===== src/rtl/dither_pkg.sv =====
// dither_pkg: frame FSM states and Floyd-Steinberg diffusion weights shared by the dither stream
package dither_pkg;
  typedef enum logic [1:0] {IDLE, RUN, DONE} dither_state_t;
  localparam int W_E = 7;
  localparam int W_SW = 3;
  localparam int W_S = 5;
  localparam int W_SE = 1;
  localparam int W_SHIFT = 4;
  function automatic int fs_share(input int e, input int w);
    return (e * w) >>> W_SHIFT;
  endfunction
endpackage


===== src/rtl/fs_err_linebuf.sv =====
// fs_err_linebuf: one signed error entry per column, read for the current row and rebuilt for the next
module fs_err_linebuf #(
  parameter int IMAGEX = 64,
  parameter int EW = 11,
  localparam int XW = (IMAGEX > 1) ? $clog2(IMAGEX) : 1
) (
  input  logic                 clk,
  input  logic                 rst,
  input  logic                 clr,
  input  logic                 upd,
  input  logic [XW-1:0]        x,
  input  logic signed [EW-1:0] sw,
  input  logic signed [EW-1:0] s,
  input  logic signed [EW-1:0] se,
  output logic signed [EW-1:0] rd
);
  logic signed [EW-1:0] mem [IMAGEX];
  logic signed [EW-1:0] se_q;
  assign rd = mem[x];
  // entry x is consumed this cycle, so it is overwritten with next-row data; x-1 only gains the SW share
  always_ff @(posedge clk)
    if (upd) begin
      mem[x] <= se_q + s;
      if (x != '0) mem[x - 1'b1] <= mem[x - 1'b1] + sw;
    end
  always_ff @(posedge clk or posedge rst)
    if (rst) se_q <= '0;
    else if (clr) se_q <= '0;
    else if (upd) se_q <= (x == XW'(IMAGEX - 1)) ? '0 : se;
endmodule


===== src/rtl/fs_dither_stream.sv =====
// fs_dither_stream: streaming Floyd-Steinberg ditherer, one pixel per handshake with a registered output stage
module fs_dither_stream
  import dither_pkg::*;
#(
  parameter int IMAGEX = 64,
  parameter int IMAGEY = 64,
  parameter int PIX_W = 8,
  parameter int OUT_BITS = 1
) (
  input  logic                clk,
  input  logic                rst,
  input  logic                start,
  input  logic                bypass,
  input  logic [PIX_W-1:0]    in_pix,
  input  logic                in_valid,
  output logic                in_ready,
  output logic [OUT_BITS-1:0] out_lvl,
  output logic                out_valid,
  input  logic                out_ready,
  output logic                busy,
  output logic                frame_done
);
  localparam int XW = (IMAGEX > 1) ? $clog2(IMAGEX) : 1;
  localparam int YW = (IMAGEY > 1) ? $clog2(IMAGEY) : 1;
  localparam int EW = PIX_W + 3;
  dither_state_t state;
  logic [XW-1:0] x;
  logic [YW-1:0] y;
  logic byp_q, acc, last_col, last_row;
  logic signed [EW-1:0] east_q, rd, east_eff, row_eff, c, e, sh_e, sh_sw, sh_s, sh_se;
  logic [PIX_W-1:0] c_sat, r;
  logic [OUT_BITS-1:0] lvl;
  assign busy = state == RUN;
  assign frame_done = state == DONE;
  assign in_ready = busy && (out_ready || !out_valid);
  assign acc = in_valid && in_ready;
  assign last_col = x == XW'(IMAGEX - 1);
  assign last_row = y == YW'(IMAGEY - 1);
  // row 0 ignores stale entries left by the previous frame
  assign east_eff = byp_q ? '0 : east_q;
  assign row_eff = (byp_q || y == '0) ? '0 : rd;
  assign c = $signed({3'b000, in_pix}) + east_eff + row_eff;
  assign c_sat = c[EW-1] ? '0 : ((|c[EW-2:PIX_W]) ? '1 : c[PIX_W-1:0]);
  assign lvl = c_sat[PIX_W-1 -: OUT_BITS];
  always_comb begin
    r = '0;
    for (int i = 0; i < PIX_W; i++) r[PIX_W-1-i] = lvl[OUT_BITS-1-(i % OUT_BITS)];
  end
  assign e = $signed({3'b000, c_sat}) - $signed({3'b000, r});
  assign sh_e = EW'(fs_share(int'(e), W_E));
  assign sh_sw = EW'(fs_share(int'(e), W_SW));
  assign sh_s = EW'(fs_share(int'(e), W_S));
  assign sh_se = EW'(fs_share(int'(e), W_SE));
  fs_err_linebuf #(.IMAGEX(IMAGEX), .EW(EW)) u_linebuf (
    .clk(clk),
    .rst(rst),
    .clr(start && state == IDLE),
    .upd(acc && !last_row),
    .x(x),
    .sw(sh_sw),
    .s(sh_s),
    .se(sh_se),
    .rd(rd)
  );
  always_ff @(posedge clk or posedge rst)
    if (rst) begin
      state <= IDLE;
      x <= '0;
      y <= '0;
      east_q <= '0;
      byp_q <= 1'b0;
      out_lvl <= '0;
      out_valid <= 1'b0;
    end else begin
      out_valid <= acc || (out_valid && !out_ready);
      if (acc) out_lvl <= lvl;
      case (state)
        IDLE: if (start) begin
          state <= RUN;
          x <= '0;
          y <= '0;
          east_q <= '0;
          byp_q <= bypass;
        end
        RUN: if (acc) begin
          x <= last_col ? '0 : x + 1'b1;
          y <= last_col ? y + 1'b1 : y;
          east_q <= last_col ? '0 : sh_e;
          if (last_col && last_row) state <= DONE;
        end
        default: state <= IDLE;
      endcase
    end
endmodule


===== config.mk =====
export PLATFORM = sky130hd
export DESIGN_NAME = fs_dither_stream
export DESIGN_NICKNAME = d
export VERILOG_FILES = /design/src/rtl/dither_pkg.sv /design/src/rtl/fs_err_linebuf.sv /design/src/rtl/fs_dither_stream.sv
export SDC_FILE = /design/constraint.sdc
export NUM_CORES = 2
export LEC_CHECK = 0
export BUFFER_PORTS_ARGS = -buffer_cell sky130_fd_sc_hd__buf_4
export CAP_MARGIN = 20
export CORE_MARGIN = 2
export CORE_UTILIZATION = 35
export CTS_CLUSTER_DIAMETER = 200
export DETAILED_ROUTE_END_ITERATION = 10
export GPL_TIMING_DRIVEN = 1
export PLACE_DENSITY_LB_ADDON = 0.1
export SLEW_MARGIN = 30
export SYNTH_ARGS = -nofsm -noshare
export SYNTH_HDL_FRONTEND = slang
export SYNTH_SLANG_ARGS = --single-unit

===== constraint.sdc =====
create_clock -name clk -period 33.9 [get_ports clk]
set_clock_uncertainty 0.15 [all_clocks]
set_input_delay 5.085 -clock clk [delete_from_list [all_inputs] [get_ports clk]]
set_output_delay 5.085 -clock clk [all_outputs]
set_load 0.05 [all_outputs]

==> results.json <==
{
  "synth.net_count": 4734,
  "tns_ns": 0,
  "die_h_um": 361,
  "ctsResizeCount": 0,
  "drive_gt1_share_pct": 12.7,
  "reg2reg_to": "u_linebuf.mem[44][9]",
  "grtUsageMet3_pct": 8.37,
  "stdcell_count": 6189,
  "ys.flop_type": "edfxtp_1",
  "finalCritPeriodShare_pct": 43.2,
  "multi_input_area_um2": 21300,
  "fin_crit_ns": 14.64,
  "die_area_um2": 130000,
  "synth_edf_count": 704,
  "timing.rr.start": "x[0]",
  "synth_warnings": 0,
  "cts.sinks": 735,
  "ys_async_sr_fraction_pct": 4.22,
  "synth_compound_area_share_pct": 20.2,
  "cp_max_fo": 64,
  "max_stage_delay_ns": 0.81,
  "drc": 0,
  "synth_area_leaders": "edfxtp_1 47%, nand2_1 7.5%, o21ai_0 6.9%",
  "port_buffers": 18,
  "cp_slowest_cell": "a221oi_1",
  "startpoint_type": "flip-flop",
  "netlist_instances": 4628,
  "path_common_cell": "a21oi_1",
  "end_kind": "flip-flop",
  "routed_wl_um": 214000,
  "clock.fmax_ghz": 0.0683,
  "use_met1_pct": 43.3,
  "cap_violations": 0,
  "grt_usage_pct": 32.2,
  "synthSimpleGateAreaFrac_pct": 14.1,
  "hold_path_class": "reg2reg",
  "detail-route-antenna-nets": 0,
  "first_pass_iters": 8,
  "status": "finished clean",
  "start_util_pct": 35.2,
  "synth_top_family_by_area": "compound AO/OA/AOI/OAI gates",
  "grt_pass1_vias": 37333,
  "insertion_delay_ns": 0.70,
  "holdPathEnd": "east_q[6]",
  "nNetsFinal": 4557,
  "grt_pass1_wl_um": 298000,
  "min_from": "east_q[6]",
  "drt-wirelength-per-cell_um": 34.6,
  "clkTransAtPathRegs_ns": 0.06,
  "synthAdderAreaFrac_pct": 2.90,
  "ioPinCount": 19,
  "path_class": "reg2reg",
  "slew_viol_final": 0,
  "startpoint": "x[0]",
  "syn_to_final_growth_pct": 12.5,
  "hpwl_um": 135000,
  "setup_violations": 0,
  "synth_common_cells": "895 x nand2_1, 704 x edfxtp_1, 620 x o21ai_0",
  "syn-cell-area_um2": 44700,
  "setup_ws_ns": 19.26,
  "cts_setup_buffers": 0,
  "overflow": 0,
  "holdBufCountCts": 0,
  "std_cell_rows": 131,
  "num_vias": 39226,
  "drtIter0Drc": 5911,
  "synth_seq_cells": 735,
  "critPathArrivalTime_ns": 15.02,
  "required_ns": 34.27,
  "fin_hold_ws_ns": 0.337,
  "seq_area_um2": 21900,
  "tightest_slew_ns": 1.12,
  "yosysSeqAreaShare_pct": 49.1,
  "root_buffer": "clkbuf_16",
  "slew_headroom_pct": 24.5,
  "yosys.area.top_type": "edfxtp_1",
  "core-area_um2": 127000,
  "top_usage_layer": "met2",
  "gp_congestion": 0.976,
  "ctsLongestPathBuffers": 3,
  "viasPerCell": 6.34,
  "n_fill_cell": 12311,
  "grt_max_degree": 88,
  "numPlacedInstances": 6017,
  "die_w_um": 361,
  "rr_worst_depth": 44,
  "holdPathStages": 2,
  "finalHoldViolations": 0,
  "grt_use_met2_pct": 47.3,
  "rsz0062_at_grt": "false",
  "antenna_found_initial": 11,
  "numCtsBuffers": 91,
  "synth.most_common_cell": "nand2_1",
  "muxShareOfSynthArea_pct": 7.42,
  "synth_top_area_share_pct": 47.3,
  "h-tree-depth": 3,
  "r2r_slack_ns": 19.26,
  "cts_tree": "done",
  "synth_xor_area_share_pct": 1.62,
  "avgSynthCellArea_um2": 9.65,
  "synth_cell_types": 80,
  "dp_slack_ns": 18.68
}
[kinds of logic (layout without fill, tap and decap cells)]
group | count (synthesis) | in the layout
buffers and inverters | 525 | 423
XOR/XNOR | 79 | 79
multiplexers | 241 | 241
flip-flops | 735 | 735
other | 0 | 1
AO/OA/AOI/OAI | 1456 | 1456
AND/OR/NAND/NOR | 1500 | 1500
adder cells (fa/ha/maj) | 92 | 92
[worst max-delay path: cells and delay by family (launching register included)]
family          cells  cell delay [ns]
xor+xnor            5             1.62
simple gates        8             1.35
compound gates     19             5.97
flops               1             0.68
fa+ha+maj           6             2.22
buf+inv             6             2.28
[area by class of cell]
class	count	area share, %
sequential	735	43.7
multi-input combinational	3368	42.5
clock buffer	102	4.66
tap	1662	4.14
timing repair buffer	189	2.99
clock inverter	66	1.56
inverter	66	0.498
antenna	1	0.00498
[worst max path at each step]
stage,endpoint,slack [ns],cells past startpoint
floorplan,u_linebuf.mem[0][10],20.76,38
global placement,u_linebuf.mem[56][9],18.87,38
detailed placement,u_linebuf.mem[61][9],18.68,38
CTS,u_linebuf.mem[61][9],19.34,38
global route,u_linebuf.mem[1][9],18.43,44
finish,u_linebuf.mem[44][9],19.26,44
[stage by stage]
stage	util (%)	instance area, um^2
CTS	39.4	50100
global placement	36.9	46900
detailed placement	37.0	47000
floorplan	-	44700
finish	39.5	50200
global route	39.5	50200
[flip-flops by register name (all words and copies together), names as in the netlist]
signal          cells
u_linebuf.mem     704
east_q              9
x                   6
y                   6
u_linebuf.se_q      5
state               2
byp_q               1
out_lvl             1
out_valid           1
[layout by cell type (no fill, tap or decap), types with 22 or more instances in the layout]
master     netlist  routed
a221oi_1        58      58
a22o_1          52      52
a21oi_1        238     234
edfxtp_1       704     704
clkbuf_16        0      92
mux4_2          65      65
mux2i_1        128     128
xor2_1          29      22
o22ai_1         35      35
nor3_1          60      53
dfrtp_1         31      25
a31oi_1         33      30
nor2_1         316     301
xnor2_1         46      27
nand3_1         61      60
inv_1           65      64
mux2_2          46      46
nand2_1        895     886
ha_1            73      70
o21ai_2          0      29
o21ai_1          2      29
o21ai_0        620     554
a22oi_1        236     236
nand4_1         60      60
buf_4           11     181
clkinv_1         0      22
a32oi_1         40      40
[per-layer routing]
metal / vias to the layer above / share of wire (%)
met5: - / 0.056
met4: 18 / 6.1
met3: 570 / 11
met2: 2544 / 43
met1: 19265 / 40
li1: 16829 / -
Power is not shown: default switching activity piles up to over one toggle a cycle in this logic, so the estimate is an artifact.
